File: config.mk
export PLATFORM = sky130hd
export DESIGN_NAME = slot_chaser
export DESIGN_NICKNAME = d
export VERILOG_FILES = /design/src/rtl/slot_pkg.sv /design/src/rtl/slot_tick_gen.sv /design/src/rtl/slot_chaser.sv
export SDC_FILE = /design/constraint.sdc
export NUM_CORES = 1
export LEC_CHECK = 0
export BUFFER_PORTS_ARGS = -buffer_cell sky130_fd_sc_hd__buf_2
export CORE_UTILIZATION = 52
export DETAILED_ROUTE_END_ITERATION = 16
export GPL_ROUTABILITY_DRIVEN = 0
export GPL_TIMING_DRIVEN = 0
export MAX_ROUTING_LAYER = met4
export PLACE_DENSITY = 0.81
export SLEW_MARGIN = 20
export SYNTH_ARGS = -nofsm -noshare
export SYNTH_HDL_FRONTEND = slang
export SYNTH_SLANG_ARGS = --single-unit
File: constraint.sdc
create_clock -name CLOCK -period 5 [get_ports CLOCK]
set_input_delay 0.5 -clock CLOCK [delete_from_list [all_inputs] [get_ports CLOCK]]
set_output_delay 0.5 -clock CLOCK [all_outputs]
set_load 0.05 [all_outputs]
File: src/rtl/slot_pkg.sv
// Shared types and helpers for the slot_chaser lamp-chase game.
package slot_pkg;

  typedef enum logic [1:0] {
    IDLE      = 2'd0,
    RUN       = 2'd1,
    FLASH_ON  = 2'd2,
    FLASH_OFF = 2'd3
  } slot_state_e;

  localparam int MAX_LANES = 16;

  // Odd lanes lit: ...1010 across the widest supported lamp bank.
  function automatic logic [MAX_LANES-1:0] alt_pattern();
    logic [MAX_LANES-1:0] p;
    for (int k = 0; k < MAX_LANES; k++) begin
      p[k] = ((k % 2) == 1);
    end
    return p;
  endfunction

endpackage

File: src/rtl/slot_tick_gen.sv
// Free-running divider; tick is high for one clock every 2^DIV_W clocks.
module slot_tick_gen #(
  parameter int DIV_W = 24
) (
  input  logic clk,
  input  logic rst,
  output logic tick
);

  logic [DIV_W-1:0] cnt_q, cnt_d;

  always_comb begin
    cnt_d = cnt_q + DIV_W'(1);
  end

  always_ff @(posedge clk or posedge rst) begin
    if (rst) cnt_q <= '0;
    else     cnt_q <= cnt_d;
  end

  assign tick = &cnt_q;

endmodule

File: src/rtl/slot_chaser.sv
// Lamp chase across N lanes; a press on the lit lane scores, speeds up play
// and triggers a bounded win flash. Presses are latched between ticks.
//
//   state     | meaning
//   ----------+---------------------------------------------------
//   IDLE      | attract pattern ...1010, waiting for first tick
//   RUN       | one lamp chasing; presses judged on each tick
//   FLASH_ON  | win flash, all lamps lit
//   FLASH_OFF | win flash, all lamps dark
module slot_chaser
  import slot_pkg::*;
#(
  parameter int N             = 4,
  parameter int DIV_W         = 24,
  parameter int START_STEP    = 4,
  parameter int MIN_STEP      = 1,
  parameter int FLASH_TOGGLES = 8,
  parameter int BOUNCE        = 0,
  parameter int SCORE_W       = 8
) (
  input  logic               CLOCK,
  input  logic               RESET,
  input  logic [N-1:0]       SWITCHES,
  output logic [N-1:0]       LEDS,
  output logic [SCORE_W-1:0] SCORE,
  output logic               WIN,
  output logic               MISS
);

  localparam int POS_W = $clog2(N);
  localparam int CNT_W = $clog2(START_STEP + 1);
  localparam int FL_W  = $clog2(FLASH_TOGGLES + 1);

  localparam logic [CNT_W-1:0]     START_P  = CNT_W'(START_STEP);
  localparam logic [CNT_W-1:0]     MIN_P    = CNT_W'(MIN_STEP);
  localparam logic [FL_W-1:0]      FL_LAST  = FL_W'(FLASH_TOGGLES - 1);
  localparam logic [POS_W-1:0]     POS_LAST = POS_W'(N - 1);
  localparam logic [MAX_LANES-1:0] ALT_FULL = alt_pattern();
  localparam logic [N-1:0]         ALT      = ALT_FULL[N-1:0];

  logic tick;

  slot_tick_gen #(.DIV_W(DIV_W)) u_tick (
    .clk  (CLOCK),
    .rst  (RESET),
    .tick (tick)
  );

  logic [N-1:0] rise;

  for (genvar k = 0; k < N; k++) begin : g_sync
    logic s1_q, s2_q, prev_q;

    always_ff @(posedge CLOCK or posedge RESET) begin
      if (RESET) begin
        s1_q   <= 1'b0;
        s2_q   <= 1'b0;
        prev_q <= 1'b0;
      end else begin
        s1_q   <= SWITCHES[k];
        s2_q   <= s1_q;
        prev_q <= s2_q;
      end
    end

    assign rise[k] = s2_q & ~prev_q;
  end

  slot_state_e        state_q, state_d;
  logic [POS_W-1:0]   pos_q, pos_d;
  logic               dir_up_q, dir_up_d;
  logic [CNT_W-1:0]   step_q, step_d;
  logic [CNT_W-1:0]   period_q, period_d;
  logic [FL_W-1:0]    flash_q, flash_d;
  logic [SCORE_W-1:0] score_q, score_d;
  logic [N-1:0]       pend_q, pend_d;
  logic [N-1:0]       leds_q, leds_d;
  logic               win_q, win_d;
  logic               miss_q, miss_d;

  logic [N-1:0]     lane_sel;
  logic             lane_hit;
  logic             lane_miss;
  logic [POS_W-1:0] adv_pos;
  logic             adv_dir_up;

  always_comb begin
    lane_sel  = N'(1) << pos_q;
    lane_hit  = |(pend_q & lane_sel);
    lane_miss = |(pend_q & ~lane_sel);

    adv_pos    = pos_q;
    adv_dir_up = dir_up_q;
    if (BOUNCE == 0) begin
      adv_pos = (pos_q == POS_LAST) ? '0 : pos_q + POS_W'(1);
    end else if (dir_up_q) begin
      // Direction flips on arrival at an end so the end lane is shown once.
      adv_pos    = pos_q + POS_W'(1);
      adv_dir_up = (adv_pos != POS_LAST);
    end else begin
      adv_pos    = pos_q - POS_W'(1);
      adv_dir_up = (adv_pos == '0);
    end
  end

  always_comb begin
    state_d  = state_q;
    pos_d    = pos_q;
    dir_up_d = dir_up_q;
    step_d   = step_q;
    period_d = period_q;
    flash_d  = flash_q;
    score_d  = score_q;
    win_d    = 1'b0;
    miss_d   = 1'b0;
    // An edge arriving on the tick cycle belongs to the next window.
    pend_d   = tick ? rise : (pend_q | rise);

    if (tick) begin
      unique case (state_q)
        IDLE: begin
          state_d  = RUN;
          pos_d    = '0;
          dir_up_d = 1'b1;
          step_d   = '0;
        end
        RUN: begin
          if (lane_hit) begin
            state_d  = FLASH_ON;
            flash_d  = '0;
            win_d    = 1'b1;
            score_d  = (score_q == '1) ? score_q : score_q + SCORE_W'(1);
            period_d = (period_q > MIN_P) ? period_q - CNT_W'(1) : MIN_P;
          end else if (lane_miss) begin
            miss_d   = 1'b1;
            period_d = START_P;
            step_d   = '0;
          end else if (step_q == period_q - CNT_W'(1)) begin
            step_d   = '0;
            pos_d    = adv_pos;
            dir_up_d = adv_dir_up;
          end else begin
            step_d   = step_q + CNT_W'(1);
          end
        end
        FLASH_ON, FLASH_OFF: begin
          if (flash_q == FL_LAST) begin
            state_d  = RUN;
            flash_d  = '0;
            pos_d    = '0;
            dir_up_d = 1'b1;
            step_d   = '0;
          end else begin
            flash_d  = flash_q + FL_W'(1);
            state_d  = (state_q == FLASH_ON) ? FLASH_OFF : FLASH_ON;
          end
        end
        default: state_d = IDLE;
      endcase
    end

    unique case (state_d)
      IDLE:     leds_d = ALT;
      RUN:      leds_d = N'(1) << pos_d;
      FLASH_ON: leds_d = '1;
      default:  leds_d = '0;
    endcase
  end

  always_ff @(posedge CLOCK or posedge RESET) begin
    if (RESET) begin
      state_q  <= IDLE;
      pos_q    <= '0;
      dir_up_q <= 1'b1;
      step_q   <= '0;
      period_q <= START_P;
      flash_q  <= '0;
      score_q  <= '0;
      pend_q   <= '0;
      leds_q   <= ALT;
      win_q    <= 1'b0;
      miss_q   <= 1'b0;
    end else begin
      state_q  <= state_d;
      pos_q    <= pos_d;
      dir_up_q <= dir_up_d;
      step_q   <= step_d;
      period_q <= period_d;
      flash_q  <= flash_d;
      score_q  <= score_d;
      pend_q   <= pend_d;
      leds_q   <= leds_d;
      win_q    <= win_d;
      miss_q   <= miss_d;
    end
  end

  assign LEDS  = leds_q;
  assign SCORE = score_q;
  assign WIN   = win_q;
  assign MISS  = miss_q;

endmodule

**Word-level counts from Yosys, hierarchy flattened**

Cells that the tools add are included.
W data, S select, Z words.

- Bits in latches: 0
- ROM bits: 0
- Input port bits: 6
- Memories: 0
- Bits in registers: 68
- Output and inout bits: 14
- Bits in writable memories: 0
- Logic and storage cells: 101

- Muxes and demuxes: 32
- Eq/ne operators: 12
- Shifts and indexed selects: 2
- Bitwise operators: 13
- Multipliers: 0
- $add $sub $neg: 6
- Reductions and logical operators: 12
- $lt $le $gt $ge: 1
- Div/mod/pow operators: 0

Operators by type and width:

| kind | number |
|---|---|
| $reduce_and A26 Y1 | 3 |
| $reduce_and A27 Y1 | 1 |
| $add A24 B1 Y24 const B | 1 |
| $reduce_and A24 Y1 | 1 |
| $mux W3 | 7 |
| $mux W2 | 9 |
| $mux W4 | 3 |
| $pmux W2 S3 | 2 |
| $pmux W4 S3 | 1 |
| $pmux W3 S3 | 1 |
| $add A8 B1 Y8 const B | 1 |
| $and A4 B4 Y4 | 2 |
| $eq A2 B2 Y1 const B | 4 |
| $eq A8 B8 Y1 const B | 1 |
| $mux W1 | 8 |
| $pmux W4 S2 | 1 |
| $reduce_or A4 Y1 | 2 |
| $shl A1 B2 Y4 const A | 2 |
| $ne A2 B2 Y1 const B | 3 |
| $not A1 Y1 | 5 |
| $add A4 B1 Y4 const B | 1 |
| $and A1 B1 Y1 | 4 |
| $eq A2 B1 Y1 const B | 2 |
| $eq A4 B3 Y1 const B | 1 |
| 10 further kinds | 12 |

**Longest topological paths before layout**

Gate-level depths: netlist of the first run.

- Depth after elaboration: 10
- Depth in mapped cells: 8
- Depth with buffers taken out: 8

**Cells and area by module**

From an unflattened synthesis of the first run, not the netlist that was laid out.

- Cell total of the unflattened synthesis: 280
- Area, all modules: 3,158.0 um2

By module, submodules not included:

| module | area an instance (um2) | cells an instance | sequential area each (um2) | instances |
|---|---|---|---|---|
| slot_chaser | 2,085.8 | 188 | 1,104.8 | 1 |
| slot_tick_gen | 1,072.3 | 92 | 600.6 | 1 |

**Least setup slack after synthesis of the first run**

OpenSTA, ideal clock, no wires.

- Path kind: register to register
- Start: register score_q[0], in the netlist SCORE[0]
- End: register score_q[1], in the netlist SCORE[1]
- Clock period less this slack: 1,994 ps
- Cell stages (with the launch flop): 8
- Data arrival time: 1,870 ps
- Path slack: 3,006 ps
- Buffers on the path: 1
- Library setup time: 125 ps
- Data required time: 4,875 ps
- Cell sequence: dfrtp_1 -> ha_1 -> and2_1 -> nand3_1 -> and3_1 -> clkbuf_1 -> nand2_2 -> mux2_2

- Longest elaborated chain between the ends: 3
- Elaborated cells between the ends (all ways): 4
- Those cells by class: add/sub: 1; eq/ne: 1; bitwise: 1; reduce/logical: 1

Ends and longest elaborated chain:

| item | line | text |
|---|---|---|
| start: declaration | slot_chaser.sv:75 | `logic [SCORE_W-1:0] score_q, score_d;` |
| start signal: assignment | slot_chaser.sv:190 | `score_q <= score_d;` |
| $eq A8 B8 Y1 | slot_chaser.sv:132 | `score_d = (score_q == '1) ? score_q : score_q + SCORE_W'(1);` |
| $not A1 Y1 (no line) | n/a |  |
| $reduce_and A27 Y1 (no line) | n/a |  |

Several ways; a longest one is shown, not always the timed one.
A chain may end at the register's enable or synchronous reset.

**Worst setup path in the final report of the first run**

- Start: register pos_q[1]
- End: register score_q[1], in the netlist SCORE[1]

- Longest elaborated chain between the ends: 4

Ends and longest elaborated chain:

| item | line | text |
|---|---|---|
| start: declaration | slot_chaser.sv:70 | `logic [POS_W-1:0] pos_q, pos_d;` |
| start signal: assignment | slot_chaser.sv:185 | `pos_q <= pos_d;` |
| $shl A1 B2 Y4 | slot_chaser.sv:88 | `lane_sel = N'(1) << pos_q;` |
| $and A4 B4 Y4 | slot_chaser.sv:89 | `lane_hit = \|(pend_q & lane_sel);` |
| $reduce_or A4 Y1 | slot_chaser.sv:89 |  |
| $reduce_and A27 Y1 (no line) | n/a |  |

No other way between the ends.

==> results of run 1 <==
## state kept, by name, indices dropped and copies added (netlist names)
signal	cells
LEDS	4
MISS	1
SCORE	8
WIN	1
flash_q	4
g_sync.prev_q	4
g_sync.s1_q	4
g_sync.s2_q	4
pend_q	4
period_q	3
pos_q	2
state_q	2
step_q	3
u_tick.cnt_q	24
## kinds of logic after synthesis
logic type / synth area share (%)
AOI/OAI and AO/OA: 9.21
xor gates and xnor gates: 9.33
adders and majority gates: 3.97
buffers and inverters: 3.30
DFF: 54.1
muxes: 0.993
and+or+nand+nor: 19.1
## stage by stage
stage	utilization, %	total power [µW]	cells	cell area, µm²	hold slack (ns)
after floorplan	-	575	269	3150	0.331
after global placement	58.8	580	360	3340	0.333
after detailed placement	59.2	582	361	3360	0.335
after CTS	63.0	1070	377	3570	0.115
after global routing	63.0	1100	377	3570	0.119
final	63.0	1060	377	3570	0.112
## layout by cell type, fill, tap and decap left out, drive strengths merged, types with 4 or more instances in the layout
cell type / synthesis / layout
clkbuf: 4 / 14
xnor2: 22 / 22
a21oi: 5 / 5
and2: 5 / 5
nand2b: 5 / 5
nand2: 19 / 19
o21ai: 13 / 13
inv: 17 / 17
buf: 1 / 21
nor4: 6 / 6
ha: 10 / 10
o31ai: 4 / 4
nand3: 15 / 15
nor2: 8 / 8
xor2: 9 / 9
dfrtp: 65 / 65
and3: 8 / 8
nand4: 9 / 9
## routing by layer
metal | up-vias | routed length [µm] | global-route usage (%)
li1 | 1019 | - | -
met1 | 1026 | 2530 | 25.0
met2 | 59 | 2670 | 31.5
met3 | 8 | 290 | 5.37
met4 | 0 | 59 | 8.04
met5 | - | 0 | -
## report_power, final
part | total, µW | switching, µW | internal (µW)
Clock | 491 | 210 | 281
Combinational | 14.5 | 11.2 | 3.35
Sequential | 556 | 1.49 | 555
Total | 1060 | 223 | 839
## worst min path at each step
stage                                        start                         end  slack (ns)  cells past startpoint
after floorplan           g_sync[0].s1_q$_DFF_PP0_    g_sync[0].s2_q$_DFF_PP0_        0.33                      0
after global placement    g_sync[1].s1_q$_DFF_PP0_    g_sync[1].s2_q$_DFF_PP0_        0.33                      0
after detailed placement  g_sync[0].s1_q$_DFF_PP0_    g_sync[0].s2_q$_DFF_PP0_        0.33                      0
after CTS                                    RESET  g_sync[3].prev_q$_DFF_PP0_        0.12                      2
after global routing                         RESET        SCORE[6]$_DFFE_PP0P_        0.12                      2
final                                        RESET        SCORE[6]$_DFFE_PP0P_        0.11                      2
## cell usage after synthesis (2+ instances only)
cell       instances
clkbuf_8           2
o31ai_1            2
and3_2             2
and3_1             6
or3_1              2
nor4_1             4
nand4_4            2
a21oi_1            5
ha_1              10
xnor2_1           22
clkbuf_1           2
mux2i_1            2
nand4b_1           3
and4_1             2
o2111ai_1          2
or4_4              2
dfstp_2            3
nand3_1           15
dfrtp_1           65
xor2_1             9
o21ai_0           13
nand2b_1           5
nand4_1            7
and2_1             4
nor3_1             3
a21o_1             2
nor4_4             2
inv_1             16
a22oi_1            3
nor2_1             8
nand2_1           18
a22o_1             2
## critical path, cell delays in order (launching register included)
cell and delay (ns):
dfrtp_1 0.47, inv_1 0.11, ha_1 0.20, a22oi_1 0.32
a21oi_1 0.21, and3_1 0.21, clkbuf_1 0.18, nand2_2 0.12
mux2_2 0.33
## cell type report
class / instances / area [µm²] / share of cell area [%]
Clock buffer: 10 / 128 / 3.57
Sequential cell: 68 / 1710 / 47.7
Multi-Input combinational cell: 179 / 1340 / 37.5
Buffer: 5 / 40.0 / 1.12
Inverter: 17 / 66.3 / 1.86
Tap cell: 72 / 90.1 / 2.52
Clock inverter: 6 / 88.8 / 2.49
Timing Repair Buffer: 20 / 115 / 3.22
==> metrics.txt, run 1 <==
Worst Max-Slew Pin Slew=a little under 0.5 ns; Post-CTS Resized=0; fraction of registers with async set/reset=between 90% and 100%; HPWL Detailed=between 3 and 4 mm; IO Pins=20; initial antenna violation count=0; Worst R2R End=SCORE[1]$_DFFE_PP0P_; Num CTS Buffers=9; Final Hold Viols=0; Hold WC Path Type=in2async; Peak Freq=439 MHz; Area contributors post-synth=dfrtp_1 (52%), xnor2_1 (6.1%), ha_1 (4.0%); CP Class=reg2reg; RSZ-0062 raised after global routing=no; area leader, netlist=dfrtp_1; Cell Area, Synth=3150 µm²; max-cap violations=0; Setup Skew=a little over 0.01 ns; Routed WL=5.55 mm; setup_tns=0 ns; worst-skew pair later-pin latency=between 0.3 and 0.4 ns; dominant synthesized flop cell=dfrtp_1; fin. max-slew vios=0; critical path startpoint=pos_q[1]$_DFF_PP0_; Clock Sinks=slightly below 70; synthesized netlist cell count=269; Initial Util=55.5%; First DRT Iteration DRCs=about 140; pwr dens=297 nW/µm²; Setup crit end kind=flop; syn nets=between 200 and 300; nets=316; CTS tree=built; Via density=5.60; area of the core=around 5700 µm²; status=finished, final reports clean; IO Port Bufs=19; CTS clk-pin slew, worst paths=about 0.080 ns; Rows=27; CTS max path bufs=2; worst setup margin=2.72 ns; drt pass-1 iters=4; Die Span X=between 70 and 80 µm; routed vias=around 2100; Distinct cells, synth=56; Yosys top cell area share=between 50% and 60%; crit share post-route=45.5%; # DRC=0; Root Buffer=clkbuf_8; Avg Cell Area, Syn=approximately 12 µm²; number of flops mapped to enable cells by yosys=0; Post-CTS Setup Bufs=0; Layout fillers=between 400 and 500; DIE AREA=6370 µm²; Worst slew margin=66.9%; htree depth=3; Die Y=79.8 µm; R2R Setup Slk=roughly 2.7 ns; Min Clock Period, post-route=2.28 ns; Layout area overhead=13.5%; dpl ws=2.81 ns; Max FO, Critical Path=7; CTS Hold Bufs=0; CP Capture Point=SCORE[1]$_DFFE_PP0P_; sequential-to-total area share from yosys stat=between 50% and 60%; Leak Pwr=roughly 0.0017 µW; n_diodes=0; global route total overflow=0; vias in the first global route=roughly 2100; maximum vdd ir drop=between 0.15 and 0.2 mV; largest net degree at the start of global routing=45; Avg WL per Cell=around 15 µm; GRT Total Usage=20.2%; Worst R2R Start=pos_q[1]$_DFF_PP0_; crit path DAT=approximately 2.5 ns; Worst setup SP type=flop; first-pass GRT wire length=about 9.4 mm; worst r2r path cells=8; CP Data Required Time=between 5 and 6 ns; count of final setup violators=0; layout cell share with drive strength beyond 1=between 10% and 20%; Synth Warn #=0; Routed Antenna Nets=0; Yosys reg bits=68
No activity file was read; power rests on OpenSTA's default activity.
==> inputs of run 2 (changes only) <==
--- a/config.mk
+++ b/config.mk
@@ -5,6 +5,7 @@
 export SDC_FILE = /design/constraint.sdc
 export NUM_CORES = 1
 export LEC_CHECK = 0
+export ABC_AREA = 1
 export BUFFER_PORTS_ARGS = -buffer_cell sky130_fd_sc_hd__buf_2
 export CORE_UTILIZATION = 52
 export DETAILED_ROUTE_END_ITERATION = 16
==> constraint.sdc (replaced) <==
create_clock -name CLOCK -period 2.2 [get_ports CLOCK]
set_input_delay 0.22 -clock CLOCK [delete_from_list [all_inputs] [get_ports CLOCK]]
set_output_delay 0.22 -clock CLOCK [all_outputs]
set_load 0.05 [all_outputs]
==> run 2 against run 1 <==
Effect of this change:
- hold slack improved by 0.24 ns
- power rose by 140%
- synthesized cell count rose by 39%
- via count rose by 18%
- design area rose by 9.7%
- combinational power rose to 2.8 times the previous value
- highest routed layer unchanged
- flip-flop and latch count did not move
- utilization rose by 1.3 points
- sequential share of layout area fell by 4.2 points
==> metrics.txt, run 2 <==
status=finished, final reports clean; commonest non-fill, non-tap cell in the layout=nand2_1; # DRC=0; CP max stage delay=roughly 0.42 ns; nets=429; Setup crit end kind=flop; n_diodes=0; syn nets=391; largest net degree at the start of global routing=40; Clock Sinks=between 60 and 70; Layout fillers=about 470; Area contributors post-synth=dfrtp_1 (48%), nand2_1 (10%), inv_1 (6.7%); Worst setup SP type=flop; Distinct cells, synth=32; CTS tree=built; buffer and inverter count on the worst path=1; CTS max path bufs=2; dominant synthesized flop cell=dfrtp_1; max-cap violations=0; Final Hold Viols=0; crit-path cells=inv_1 > ha_1 > nand2_1 > nand4_1 > nand2_2 > nand2_1 > nand2_1 > o21ai_1 > nor2_1 > nand3_1 > o21ai_1; Flop pwr share=49.4%; Routed Antenna Nets=0; Yosys top cell area share=48.3%; vias in the first global route=between 2000 and 2500; top cells by count, synth=nand2_1 (91), dfrtp_1 (65), inv_1 (60); sequential-to-total area share from yosys stat=between 50% and 60%; HPWL Detailed=approximately 4.3 mm; Leak Pwr=around 0.0020 µW; crit path DAT=2.31 ns; area leader, netlist=dfrtp_1; Cell Area, Synth=between 3000 and 4000 µm²; leading cell types in the layout, fill and taps excluded=nand2_1 (89), dfrtp_1 (65), inv_1 (58), nand3_1 (23), nor2_1 (20); P_int=between 2000 and 2500 µW; fin. max-slew vios=0; Layout Utilization=approximately 64%; CP most frequent cell=nand2_1; IO Port Bufs=19; drt pass-1 iters=4; htree depth=3; routed vias=~2500; Routed WL=slightly above 6 mm; maximum vdd ir drop=approximately 0.53 mV; Hold WC Path Type=reg2reg; first-pass GRT wire length=~11 mm; crit share post-route=between 90 and 100%; Largest register FFs=24; Register Area=1710 µm²; Logic pwr share=under 10%; Clk network pwr share=roughly 49%; pwr dens=between 600 and 700 nW/µm²; IO Pins=20; CP Data Required Time=2.43 ns; Sw Share=about a fifth; Setup Skew=between 0.008 and 0.009 ns; fraction of registers with async set/reset=between 90% and 100%; layout cell share with drive strength beyond 1=between 15 and 20%; count leader, synth=nand2_1; initial antenna violation count=0; Via density=a little over 5; Top reg by flops=u_tick.cnt_q; setup_tns=0 ns; Crit-path slowest cell=dfrtp_1; Rows=28; Root Buffer=clkbuf_8; Avg WL per Cell=about 13 µm; count of final setup violators=0; synthesized netlist cell count=between 300 and 400; Avg Cell Area, Syn=between 8 and 9 µm²; GRT Total Usage=approximately 22%; Die Y=82.5 µm; Die Span X=a little over 80 µm; Max FO, Critical Path=4; Min Clock Period, post-route=~2.1 ns; worst-skew pair later-pin latency=0.35 ns; CP delay by family, top=simple AND/OR/NAND/NOR gates; First DRT Iteration DRCs=160; Synth Warn #=0; global route total overflow=0; number of flops mapped to enable cells by yosys=0; Yosys reg bits=slightly below 70; area of the core=6100 µm²; Worst slew margin=~66%; Peak Freq=481 MHz; CTS clk-pin slew, worst paths=0.08 ns; Initial Util=55.3%; Worst Max-Slew Pin Slew=0.509 ns; Layout area overhead=16.4%; Net Switching=around 530 µW; Multi-input gate area=around 1500 µm²; Num CTS Buffers=9; DIE AREA=just under 7000 µm²; CP Class=reg2reg
[run 2: power by group through the flow]
stage          clock, µW  sequential, µW  combinational [µW]
3_5_place_dp           0            1290                35.5
3_3_place_gp           0            1290                29.5
4_1_cts             1270            1260                42.2
5_1_grt             1310            1270                47.1
6_report            1250            1260                40.8
2_1_floorplan          0            1290                19.4
[run 2: logic make-up (layout without fill, tap and decap cells)]
family / Yosys count / after routing / synth area share (%)
AO/OA/AOI/OAI: 25 / 25 / 4.27
buffers and inverters: 64 / 107 / 7.13
flip-flops: 68 / 68 / 50.6
AND/OR/NAND/NOR: 179 / 179 / 26.7
XOR/XNOR: 29 / 29 / 7.54
adder cells (fa/ha/maj): 10 / 10 / 3.71
[run 2: stage by stage]
stage	std cells	instance area (µm²)	worst slack, ns	total power, µW	hold WS [ns]
2_1_floorplan	375	3370	0.273	1310	0.251
3_3_place_gp	469	3560	-0.465	1320	0.329
3_5_place_dp	470	3580	0.147	1320	0.249
4_1_cts	491	3880	0.122	2580	0.356
5_1_grt	493	3920	-0.0803	2630	0.359
6_report	493	3920	0.119	2560	0.355
[run 2: worst paths after layout]
kind | to | startpoint | cells after the start | slack (ns)
worst max-delay path | LEDS[0]$_DFF_PP0_ | pos_q[1]$_DFF_PP0_ | 11 | 0.12
worst min-delay path | g_sync[0].s2_q$_DFF_PP0_ | g_sync[0].s1_q$_DFF_PP0_ | 0 | 0.35
worst max register to register | LEDS[0]$_DFF_PP0_ | pos_q[1]$_DFF_PP0_ | 11 | 0.12
worst min register to register | g_sync[0].s2_q$_DFF_PP0_ | g_sync[0].s1_q$_DFF_PP0_ | 0 | 0.35
max in group asynchronous | LEDS[1]$_DFF_PP1_ | RESET | 4 | 1.19
min in group asynchronous | u_tick.cnt_q[10]$_DFF_PP0_ | RESET | 3 | 0.43
[run 2: worst register-to-register path, cell delays in order (launching register included)]
cell,delay [ns]
dfrtp_1,0.42
inv_1,0.13
ha_1,0.19
nand2_1,0.07
nand4_1,0.23
nand2_2,0.14
nand2_1,0.24
nand2_1,0.08
o21ai_1,0.24
nor2_1,0.09
nand3_1,0.09
o21ai_1,0.06
[run 2: layout make-up]
class / count / share of cell area [%]
flip-flops and latches: 68 / 43.5
multi-input cells: 243 / 37.0
inverters: 64 / 6.19
repair buffers: 27 / 4.60
clock buffers: 9 / 3.16
clock inverters: 7 / 3.16
well taps: 75 / 2.39
[run 2: what timing repair did]
action	in CTS	in global routing
hold buffers	5	0
gates resized for setup	0	7
setup buffers	0	2
hold endpoints to repair	32	0
endpoints found under the setup margin	0	5
[run 2: metal layers]
layer | part of all wire, % | vias up | track usage, %
li1 | - | 1251 | -
met1 | 45 | 1175 | 25.5
met2 | 49 | 55 | 35.4
met3 | 3.6 | 9 | 3.85
met4 | 2.0 | 0 | 11.1
met5 | 0 | - | -
